## src/rtl/decoder_pkg.sv

```systemverilog
// Shared definitions for the pipelined MIPS decode stage.
// Contents:
//   - opcode and funct encodings
//   - the control-bundle width, its bit positions and its packed struct
package decoder_pkg;

  localparam logic [5:0] OP_RTYPE = 6'h00;
  localparam logic [5:0] OP_J     = 6'h02;
  localparam logic [5:0] OP_JAL   = 6'h03;
  localparam logic [5:0] OP_BEQ   = 6'h04;
  localparam logic [5:0] OP_BNE   = 6'h05;
  localparam logic [5:0] OP_ADDI  = 6'h08;
  localparam logic [5:0] OP_ADDIU = 6'h09;
  localparam logic [5:0] OP_SLTI  = 6'h0A;
  localparam logic [5:0] OP_ANDI  = 6'h0C;
  localparam logic [5:0] OP_ORI   = 6'h0D;
  localparam logic [5:0] OP_XORI  = 6'h0E;
  localparam logic [5:0] OP_COP0  = 6'h10;
  localparam logic [5:0] OP_LW    = 6'h23;
  localparam logic [5:0] OP_SW    = 6'h2B;

  localparam logic [5:0] FN_SLL  = 6'h00;
  localparam logic [5:0] FN_SRL  = 6'h02;
  localparam logic [5:0] FN_SRA  = 6'h03;
  localparam logic [5:0] FN_JR   = 6'h08;
  localparam logic [5:0] FN_ADD  = 6'h20;
  localparam logic [5:0] FN_ADDU = 6'h21;
  localparam logic [5:0] FN_SUB  = 6'h22;
  localparam logic [5:0] FN_AND  = 6'h24;
  localparam logic [5:0] FN_OR   = 6'h25;
  localparam logic [5:0] FN_NOR  = 6'h27;
  localparam logic [5:0] FN_SLT  = 6'h2A;
  localparam logic [5:0] FN_SLTU = 6'h2B;

  localparam int CTRL_W          = 13;
  localparam int CTRL_MEM_READ   = 12;
  localparam int CTRL_MEM_WRITE  = 11;
  localparam int CTRL_ALU_SRC    = 10;
  localparam int CTRL_JUMP       = 9;
  localparam int CTRL_JUMP_REG   = 8;
  localparam int CTRL_MEM_TO_REG = 7;
  localparam int CTRL_BRANCH     = 6;
  localparam int CTRL_BNE_BEQ    = 5;
  localparam int CTRL_REG_WRITE  = 4;
  localparam int CTRL_IS_JAL     = 3;
  localparam int CTRL_ZERO_EXT   = 2;
  localparam int CTRL_READ_RS    = 1;
  localparam int CTRL_READ_RT    = 0;

  // Field order matches the bit positions above (MSB first).
  typedef struct packed {
    logic mem_read;
    logic mem_write;
    logic alu_src;
    logic jump;
    logic jump_reg;
    logic mem_to_reg;
    logic branch;
    logic bne_beq;
    logic reg_write;
    logic is_jal;
    logic zero_ext;
    logic read_rs;
    logic read_rt;
  } ctrl_t;

endpackage

```

## src/rtl/op_decode_comb.sv

```systemverilog
// Pure combinational decode table: instruction word -> control bundle,
// illegal flag, destination register and extended immediate.
// Ports:
//   instr_i   32-bit instruction
//   ctrl_o    control bundle (all zero when illegal)
//   illegal_o op/funct not in the table
//   dst_o     31 for jal, rd for R-type, else rt; 0 when nothing is written
//   imm_o     instr[15:0] zero- or sign-extended
module op_decode_comb
  import decoder_pkg::*;
(
  input  logic [31:0] instr_i,
  output ctrl_t       ctrl_o,
  output logic        illegal_o,
  output logic [4:0]  dst_o,
  output logic [31:0] imm_o
);

  logic [5:0] op, fn;
  logic       reg_dst;

  assign op = instr_i[31:26];
  assign fn = instr_i[5:0];

  always_comb begin
    ctrl_o    = '0;
    illegal_o = 1'b0;
    reg_dst   = 1'b0;
    case (op)
      OP_RTYPE: begin
        reg_dst = 1'b1;
        case (fn)
          FN_ADD, FN_ADDU, FN_SUB, FN_AND, FN_OR, FN_NOR, FN_SLT, FN_SLTU: begin
            ctrl_o.reg_write = 1'b1;
            ctrl_o.read_rs   = 1'b1;
            ctrl_o.read_rt   = 1'b1;
          end
          FN_SLL, FN_SRL, FN_SRA: begin
            ctrl_o.reg_write = 1'b1;
            ctrl_o.read_rt   = 1'b1;
          end
          FN_JR: begin
            ctrl_o.jump     = 1'b1;
            ctrl_o.jump_reg = 1'b1;
            ctrl_o.read_rs  = 1'b1;
          end
          default: illegal_o = 1'b1;
        endcase
      end
      OP_J:   ctrl_o.jump = 1'b1;
      OP_JAL: begin
        ctrl_o.jump      = 1'b1;
        ctrl_o.is_jal    = 1'b1;
        ctrl_o.reg_write = 1'b1;
      end
      OP_BEQ, OP_BNE: begin
        ctrl_o.branch  = 1'b1;
        ctrl_o.bne_beq = (op == OP_BNE);
        ctrl_o.read_rs = 1'b1;
        ctrl_o.read_rt = 1'b1;
      end
      OP_ADDI, OP_ADDIU, OP_SLTI, OP_ANDI, OP_ORI, OP_XORI: begin
        ctrl_o.alu_src   = 1'b1;
        ctrl_o.reg_write = 1'b1;
        ctrl_o.read_rs   = 1'b1;
        ctrl_o.zero_ext  = (op == OP_ANDI) || (op == OP_ORI) || (op == OP_XORI);
      end
      OP_COP0: begin
        ctrl_o.reg_write = 1'b1;
        ctrl_o.read_rt   = 1'b1;
      end
      OP_LW: begin
        ctrl_o.mem_read   = 1'b1;
        ctrl_o.mem_to_reg = 1'b1;
        ctrl_o.alu_src    = 1'b1;
        ctrl_o.reg_write  = 1'b1;
        ctrl_o.read_rs    = 1'b1;
      end
      OP_SW: begin
        ctrl_o.mem_write = 1'b1;
        ctrl_o.alu_src   = 1'b1;
        ctrl_o.read_rs   = 1'b1;
        ctrl_o.read_rt   = 1'b1;
      end
      default: illegal_o = 1'b1;
    endcase
  end

  always_comb begin
    if (ctrl_o.is_jal)         dst_o = 5'd31;
    else if (!ctrl_o.reg_write) dst_o = 5'd0;
    else if (reg_dst)          dst_o = instr_i[15:11];
    else                       dst_o = instr_i[20:16];
  end

  assign imm_o = ctrl_o.zero_ext ? {16'h0000, instr_i[15:0]}
                                 : {{16{instr_i[15]}}, instr_i[15:0]};

endmodule

```

## src/rtl/pipelined_op_decoder.sv

```systemverilog
// Registered decode stage between IF/ID and execute, valid/ready on both
// sides, with load-use interlock, flush and a saturating stall counter.
// Ports:
//   clk, rst                  clock, synchronous active-high reset
//   in_valid/in_ready         instruction handshake (in_instr, in_pc)
//   flush                     kill the output stage, refuse input this cycle
//   out_valid/out_ready       decoded bundle handshake
//   out_ctrl/rs/rt/dst/imm/pc decoded bundle, out_illegal flags bad encodings
//   stall_cnt                 cycles an offered instruction was held by a hazard
module pipelined_op_decoder
  import decoder_pkg::*;
#(
  parameter int PC_W        = 32,
  parameter int LOAD_SHADOW = 1,
  parameter int STALL_CNT_W = 16
) (
  input  logic                   clk,
  input  logic                   rst,
  input  logic                   in_valid,
  output logic                   in_ready,
  input  logic [31:0]            in_instr,
  input  logic [PC_W-1:0]        in_pc,
  input  logic                   flush,
  output logic                   out_valid,
  input  logic                   out_ready,
  output logic [CTRL_W-1:0]      out_ctrl,
  output logic [4:0]             out_rs,
  output logic [4:0]             out_rt,
  output logic [4:0]             out_dst,
  output logic [31:0]            out_imm,
  output logic [PC_W-1:0]        out_pc,
  output logic                   out_illegal,
  output logic [STALL_CNT_W-1:0] stall_cnt
);

  ctrl_t       dec_ctrl;
  logic        dec_ill;
  logic [4:0]  dec_dst, dec_rs, dec_rt;
  logic [31:0] dec_imm;

  op_decode_comb u_dec (
    .instr_i   (in_instr),
    .ctrl_o    (dec_ctrl),
    .illegal_o (dec_ill),
    .dst_o     (dec_dst),
    .imm_o     (dec_imm)
  );

  assign dec_rs = in_instr[25:21];
  assign dec_rt = in_instr[20:16];

  logic                        out_valid_q, out_valid_d;
  ctrl_t                       ctrl_q;
  logic [4:0]                  rs_q, rt_q, dst_q;
  logic [31:0]                 imm_q;
  logic [PC_W-1:0]             pc_q;
  logic                        ill_q;
  logic [LOAD_SHADOW-1:0]      shadow_v_q, shadow_v_d;
  logic [LOAD_SHADOW-1:0][4:0] shadow_r_q, shadow_r_d;
  logic [STALL_CNT_W-1:0]      stall_q, stall_d;

  logic rs_hit, rt_hit, hazard, load_en, accept, out_hs, push;

  // A register is busy if the output stage holds a lw writing it, or a
  // recently issued lw to it is still in the shadow window.
  always_comb begin
    rs_hit = out_valid_q & ctrl_q.mem_read & (dst_q == dec_rs);
    rt_hit = out_valid_q & ctrl_q.mem_read & (dst_q == dec_rt);
    for (int i = 0; i < LOAD_SHADOW; i++) begin
      rs_hit = rs_hit | (shadow_v_q[i] & (shadow_r_q[i] == dec_rs));
      rt_hit = rt_hit | (shadow_v_q[i] & (shadow_r_q[i] == dec_rt));
    end
    if (dec_rs == 5'd0) rs_hit = 1'b0;
    if (dec_rt == 5'd0) rt_hit = 1'b0;
  end

  assign hazard   = in_valid & ((dec_ctrl.read_rs & rs_hit) | (dec_ctrl.read_rt & rt_hit));
  assign load_en  = !out_valid_q | out_ready;
  assign in_ready = !flush & !hazard & load_en;
  assign accept   = in_valid & in_ready;
  // A bundle killed by flush never issues, so it cannot shadow anything.
  assign out_hs   = out_valid_q & out_ready & !flush;
  assign push     = out_hs & ctrl_q.mem_read & (dst_q != 5'd0);

  always_comb begin
    out_valid_d   = flush ? 1'b0 : (load_en ? accept : out_valid_q);
    shadow_v_d    = '0;
    shadow_r_d    = '0;
    shadow_v_d[0] = push;
    shadow_r_d[0] = dst_q;
    for (int i = 1; i < LOAD_SHADOW; i++) begin
      shadow_v_d[i] = shadow_v_q[i-1];
      shadow_r_d[i] = shadow_r_q[i-1];
    end
    stall_d = stall_q;
    if (in_valid & hazard & !flush & ~&stall_q)
      stall_d = stall_q + {{(STALL_CNT_W-1){1'b0}}, 1'b1};
  end

  always_ff @(posedge clk) begin
    if (rst) begin
      out_valid_q <= 1'b0;
      ctrl_q      <= '0;
      rs_q        <= '0;
      rt_q        <= '0;
      dst_q       <= '0;
      imm_q       <= '0;
      pc_q        <= '0;
      ill_q       <= 1'b0;
      shadow_v_q  <= '0;
      shadow_r_q  <= '0;
      stall_q     <= '0;
    end else begin
      out_valid_q <= out_valid_d;
      if (accept) begin
        ctrl_q <= dec_ctrl;
        rs_q   <= dec_rs;
        rt_q   <= dec_rt;
        dst_q  <= dec_dst;
        imm_q  <= dec_imm;
        pc_q   <= in_pc;
        ill_q  <= dec_ill;
      end
      shadow_v_q <= shadow_v_d;
      shadow_r_q <= shadow_r_d;
      stall_q    <= stall_d;
    end
  end

  assign out_valid   = out_valid_q;
  assign out_ctrl    = ctrl_q;
  assign out_rs      = rs_q;
  assign out_rt      = rt_q;
  assign out_dst     = dst_q;
  assign out_imm     = imm_q;
  assign out_pc      = pc_q;
  assign out_illegal = ill_q;
  assign stall_cnt   = stall_q;

endmodule

```

## config.mk

```make
export PLATFORM = sky130hd
export DESIGN_NAME = pipelined_op_decoder
export DESIGN_NICKNAME = d
export VERILOG_FILES = /design/src/rtl/decoder_pkg.sv /design/src/rtl/op_decode_comb.sv /design/src/rtl/pipelined_op_decoder.sv
export SDC_FILE = /design/constraint.sdc
export NUM_CORES = 1
export LEC_CHECK = 0
export CORE_ASPECT_RATIO = 1.4
export CORE_MARGIN = 10
export CORE_UTILIZATION = 44
export DETAILED_ROUTE_END_ITERATION = 16
export PLACE_DENSITY = 0.81
export SLEW_MARGIN = 40
export SYNTH_ARGS = -nofsm -noshare
export SYNTH_HDL_FRONTEND = slang
export SYNTH_SLANG_ARGS = --single-unit
```

## constraint.sdc

```tcl
create_clock -name clk -period 3.35 [get_ports clk]
set_input_delay 0.67 -clock clk [delete_from_list [all_inputs] [get_ports clk]]
set_output_delay 0.67 -clock clk [all_outputs]
set_load 0.01 [all_outputs]
```

==> results.toml, run 1 <==
[synthesis]
synth_top_family_by_area = "simple AND/OR/NAND/NOR gates"
yosysSeqAreaShare = 0.4364
synth_xor_area_frac = 0.04392
yosysMostFrequentCell = "dfxtp_1"
synth-adder-area-share = 0.002728
synthFlopType = "dfxtp_1"
synth-simple-area-share = 0.2010
syn-num-nets = 566
synthTopCellsByArea = "dfxtp_1 44%, mux2i_1 16%, nor2_1 7.1%"
yosys.area.top_type = "dfxtp_1"
muxShareOfSynthArea = 0.1615
yosysWarnings = 0
ys_ff_latch = 100
syn_area_per_cell_sq_um = 9.248
synth_edf_count = 0
yosysUniqueCellTypes = 44
synthCells = 496
synth_common_cells = "100 x dfxtp_1, 87 x nor2_1, 74 x mux2i_1, 21 x a21oi_1, 19 x xor2_1"
synth_top_area_frac = 0.4364
synth-compound-area-share = 0.09083
async_flop_share = 0
syn-cell-area_sq_um = 4587

[worst_setup_path]
critPathArrivalTime_ps = 2620
cp.required_ps = 2680
crit_fanout = 3
crit_type = "in -> out"
start_kind = "primary input"
worstSetupEndpointType = "output pin"
reg2reg_slack_ps = 780

[sta]
setup_viol = 0
timing.final.crit_share = 0.9831
skew_ps = 8.505
slew_headroom = 0.5829
max_freq_ghz = 0.3036
fin_crit_ps = 3293
finalHoldViolCount = 0
slew_violations = 0
rsz0062_at_grt = "no"
worst_pin_slew_ps = 625.7
setup_ws_ps = 56.61

[finish]
nets = 766
area.growth.synth_to_final_pct = 55.54
fin_util = 0.6930
drive_gt1_frac = 0.1255
ff_latch_area_sq_um = 2002
antennaDiodeCount = 0
fillCellCount = 847
multi_input_area_sq_um = 2349

[floorplan]
core-area_sq_um = 10290
die_h_microns = 140.8
io_pins = 180
rows = 44
die_w_microns = 106.3
dieArea_sq_um = 14970
start_util = 0.4456

[grt]
grt_pass1_wl_microns = 23780
track_usage = 0.1957
grt_max_degree = 84
grt_pass1_vias = 4534
overflow = 0
antenna_found_initial = 0

[placed_design]
place_ws_ps = -427.4
hpwlAfterDp_microns = 11360
io_buffers = 179
place.gp.congestion = 0.8498

[clock_tree]
hold_buffers = 0
numCtsBuffers = 9
cts_tree = "yes"
root_buffer = "clkbuf_16"
cts.htree.levels = 3
cts_sinks = 100
cts_max_path_buffers = 2
clkTransAtPathRegs_ps = 70
clock_latency_ps = 350

[hold_path]
min-delay-path-class = "reg -> reg"

[routing]
drt_first_pass_iters = 6
wl_per_cell_microns = 17.94
drt_iter0_markers = 201
wl_microns = 15050
viasPerCell = 5.234
route.detailed.drc = 0
antenna_left = 0
vias = 4391

[job]
maxCapViolCount = 0

[pwr]
ir_worst_vdd_mv = 0.3415
power.density_nw_per_um2 = 390.4
power.leakage_uw = 0.002809

[status]
outcome = "completed"
## registers in the layout, summed over array words and instances, names as in the netlist, 5 cells and up
name,cells
out_ctrl,12
stall_cnt,16
out_rt,5
out_imm,17
out_rs,5
shadow_r_q,5
out_pc,32
out_dst,5
## critical path: stages
cell	delay (ps)
clkdlybuf4s50_1	440
or4_4	450
nor3_4	260
o311ai_4	200
a221oi_4	340
nor4_2	100
buf_2	160
## cells by family after synthesis
logic type      Yosys count
xor+xnor                 23
flops                   100
compound gates           62
buf+inv                  51
fa+ha+maj                 1
mux                      74
simple gates            185
## power by group
group / leakage (uW) / total [uW] / internal (uW) / switching (uW)
logic: 0.00185 / 462 / 262 / 200
registers: 0.000814 / 1250 / 1230 / 25.6
clock network: 0.000147 / 1070 / 588 / 481
## final cells by class
class,count,share of cell area
clock inverters,6,0.01035
multi-input cells,345,0.3292
inverters,6,0.003157
clock buffers,10,0.03209
flip-flops and latches,100,0.2806
well taps,138,0.02420
repair buffers,234,0.3204
## final timing paths
check,start,cells after the start,end
hold / removal,out_ctrl[5]$_SDFFE_PP0P_,2,out_ctrl[5]$_SDFFE_PP0P_
setup / recovery,in_instr[31],7,in_ready
hold reg to reg,out_ctrl[5]$_SDFFE_PP0P_,2,out_ctrl[5]$_SDFFE_PP0P_
setup reg to reg,out_dst[4]$_SDFFE_PP0P_,9,stall_cnt[14]$_SDFFE_PP0P_
## through the flow
step           hold slack [ps]  TNS (ps)  area (sq um)  std cells  power [uW]
2_1_floorplan            486.5         0          4587        496        1473
5_1_grt                  508.4         0          7134        839        2890
3_5_place_dp             476.4     -8556          6779        822        1740
6_report                 480.3         0          7134        839        2785
3_3_place_gp             463.4     -2765          6779        822        1726
4_1_cts                  487.5         0          7098        839        2800
## routing by layer
layer	up-vias	GRT usage	wire [microns]
li1	2113	-	-
met1	2084	0.2018	5541
met2	159	0.3427	7735
met3	35	0.07208	1262
met4	0	0.09078	508
met5	-	0	0
## cell usage in the layout, fill, tap and decap left out, types with 4 or more instances in the layout
| cell type | n |
|---|---|
| a21oi_1 | 21 |
| and3_1 | 5 |
| buf_12 | 7 |
| buf_4 | 48 |
| clkbuf_16 | 9 |
| clkdlybuf4s50_1 | 172 |
| clkinv_4 | 4 |
| dfxtp_1 | 100 |
| dlygate4sd2_1 | 4 |
| inv_1 | 6 |
| mux2i_1 | 74 |
| nand2_1 | 9 |
| nand2b_1 | 10 |
| nand3_1 | 15 |
| nand4_1 | 7 |
| nor2_1 | 87 |
| nor2b_1 | 9 |
| nor3_1 | 9 |
| nor4_1 | 7 |
| o21ai_0 | 17 |
| o21ai_1 | 4 |
| o31ai_1 | 4 |
| or3_1 | 9 |
| or4_1 | 6 |
| xnor2_1 | 4 |
| xor2_1 | 19 |
## what timing repair did
| action | 4_1_cts | 5_1_grt |
|---|---|---|
| endpoints found under the setup margin | 1 | 5 |
| pin swaps | 7 | 7 |
| resized for setup | 12 | 5 |
| buffers inserted | 2 | 1 |
| endpoints found under the hold margin | 0 | 0 |
Note: power is estimated with default switching activity, not from simulation.
==> run 2, diff against run 1 <==
--- a/config.mk
+++ b/config.mk
@@ -10,6 +10,7 @@
 export CORE_UTILIZATION = 44
 export DETAILED_ROUTE_END_ITERATION = 16
 export PLACE_DENSITY = 0.81
+export SETUP_SLACK_MARGIN = 0.4
 export SLEW_MARGIN = 40
 export SYNTH_ARGS = -nofsm -noshare
 export SYNTH_HDL_FRONTEND = slang
==> run 2 against run 1 <==
Net effect:
- register-to-register slack worse by 120 ps
- worst hold slack hardly changed
- worst setup slack better by 250 ps
- clock skew hardly changed
- clock-buffer cell count stayed put
- power is 1.4% higher
- critical path type is now in -> reg
- sequential share of layout area is 1.3 points lower
==> results.toml, run 2 (synthesis gave the netlist of run 1 again) <==
[worst_setup_path]
worstSetupEndpointType = "register"
critical_path.cell_chain = "buf_6 -> or4_4 -> nor3_4 -> o311ai_2 -> buf_4 -> a221oi_4 -> buf_4 -> buf_6 -> nor4_4 -> buf_4 -> buf_12 -> buf_4 -> buf_12 -> mux2i_1 -> nor2_1"
critPathArrivalTime_ps = 3260
reg2reg_slack_ps = 660
cp.depth = 15
crit_type = "in -> reg"
crit_fanout = 9
r2r_cells = 13
cp.required_ps = 3560
worst-path-buf-inv = 8
cpLargestDelayFamily = "buffers and inverters"
start_kind = "primary input"
crit_start = "in_instr[30]"
r2r-end = "out_dst[1]$_SDFFE_PP0P_"
endpoint = "out_dst[1]$_SDFFE_PP0P_"
cpMostUsedCell = "buf_4"
crit_path_top_delay_cell = "or4_4"
r2r-start = "out_dst[3]$_SDFFE_PP0P_"
worst_path_largest_cell_delay_ps = 550

[floorplan]
core-area_sq_um = 10290
io_pins = 180
rows = 44
start_util = 0.4456
dieArea_sq_um = 14970
die_w_microns = 106.3
die_h_microns = 140.8

[sta]
skew_ps = 8.646
finalHoldViolCount = 0
setup_viol = 0
timing.final.crit_share = 0.9099
max_freq_ghz = 0.3281
fin_crit_ps = 3048
slew_headroom = 0.5902
rsz0062_at_grt = "yes"
worst_pin_slew_ps = 614.8
slew_violations = 0

[finish]
largest_register_ffs = 32
fin_util = 0.7257
nets = 781
fillCellCount = 798
drive_gt1_frac = 0.1634
layout_commonest_cell = "clkdlybuf4s50_1"
area.growth.synth_to_final_pct = 62.88
mostFrequentLayoutCells = "156 x clkdlybuf4s50_1, 100 x dfxtp_1, 87 x nor2_1"

[hold_path]
min-delay-path-class = "reg -> reg"

[clock_tree]
cts_sinks = 100
cts_max_path_buffers = 2
root_buffer = "clkbuf_16"
cts_tree = "yes"
clkTransAtPathRegs_ps = 70
clock_latency_ps = 350
cts.htree.levels = 3
numCtsBuffers = 9

[pwr]
power.switching_uw = 718.8
p_clk_frac = 0.379
power_uw = 2825
ir_worst_vdd_mv = 0.3498
power.density_nw_per_um2 = 378.1
p_int_uw = 2106
combPwrFrac = 0.176
p_seq_frac = 0.445
p_sw_frac = 0.2544
power.leakage_uw = 0.002974

[grt]
grt_max_degree = 84
track_usage = 0.2047
grt_pass1_wl_microns = 24710
antenna_found_initial = 3
grt_pass1_vias = 4678
overflow = 0

[routing]
drt_first_pass_iters = 5
wl_per_cell_microns = 18.29
route.detailed.drc = 0
drt_iter0_markers = 236
wl_microns = 15670
vias = 4480
antenna_left = 0
viasPerCell = 5.228

[status]
outcome = "completed"

[placed_design]
hpwlAfterDp_microns = 11360
io_buffers = 179
place.gp.congestion = 0.8498

[job]
maxCapViolCount = 0
-- run 2: changes by cell type in the layout (fill, tap and decap cells not counted), moves of 3 or more --
| cell | previous run | this run |
|---|---|---|
| bufbuf_16 | 0 | 4 |
| clkdlybuf4s50_1 | 172 | 156 |
| dlygate4sd2_1 | 4 | 15 |
| buf_12 | 7 | 10 |
| buf_6 | 1 | 13 |
| diode_2 | 0 | 3 |
| mux2i_1 | 74 | 71 |
| buf_4 | 48 | 45 |
-- run 2: through the flow --
stage          setup WS [ps]  setup TNS (ps)  instance area [sq um]  hold slack [ps]  instances
6_report               302.0               0                   7471            480.1        857
5_1_grt                198.2               0                   7471            508.4        857
2_1_floorplan          560.9               0                   4587            486.5        496
4_1_cts                277.5               0                   7317            487.5        847
3_5_place_dp          -427.4           -8556                   6779            476.4        822
3_3_place_gp          -388.5           -2765                   6779            463.4        822
-- run 2: power by group through the flow --
stage	logic (uW)	registers [uW]	clock network, uW
CTS	483	1260	1080
detailed placement	458	1280	0
finish	498	1260	1070
global route	530	1260	1140
global placement	447	1280	0
floorplan	175	1300	0
-- run 2: worst min path at each step --
stage	depth (start not counted)	to	slack, ps	from
after floorplan	2	out_ctrl[5]$_SDFFE_PP0P_	490	out_ctrl[5]$_SDFFE_PP0P_
after global placement	2	out_ctrl[5]$_SDFFE_PP0P_	460	out_ctrl[5]$_SDFFE_PP0P_
after detailed placement	2	out_ctrl[5]$_SDFFE_PP0P_	480	out_ctrl[5]$_SDFFE_PP0P_
after CTS	2	out_ctrl[5]$_SDFFE_PP0P_	490	out_ctrl[5]$_SDFFE_PP0P_
after global routing	2	out_ctrl[5]$_SDFFE_PP0P_	510	out_ctrl[5]$_SDFFE_PP0P_
final	2	out_ctrl[5]$_SDFFE_PP0P_	480	out_ctrl[5]$_SDFFE_PP0P_
-- run 2: layout make-up --
cell class | instances | area, sq um | share of cell area
repair buffers | 249 | 2555 | 0.3420
diodes | 3 | 7.507 | 0.001005
well taps | 138 | 172.7 | 0.02311
clock buffers | 10 | 229.0 | 0.03065
clock inverters | 6 | 73.82 | 0.009881
flip-flops and latches | 100 | 2002 | 0.2680
multi-input cells | 345 | 2409 | 0.3224
inverters | 6 | 22.52 | 0.003015
-- run 2: what timing repair did --
| item | in CTS | in global routing |
|---|---|---|
| endpoints found under the setup margin | 90 | 91 |
| pin swaps | 15 | 15 |
| buffers inserted | 5 | 6 |
| hold buffers | 0 | 0 |
| cloned | 4 | 1 |
| resized for setup | 59 | 14 |
| hold endpoints to repair | 0 | 0 |
-- run 2: per-layer routing --
metal,share of wire,global-route usage
met4,0.031,0.1029
met2,0.52,0.3623
met3,0.081,0.07710
met1,0.37,0.2039
met5,0,0
-- run 2: worst min-delay path, cell delays in order (launching register included) --
cell and delay [ps]:
dfxtp_1 320, nand2b_1 70, o21ai_1 50
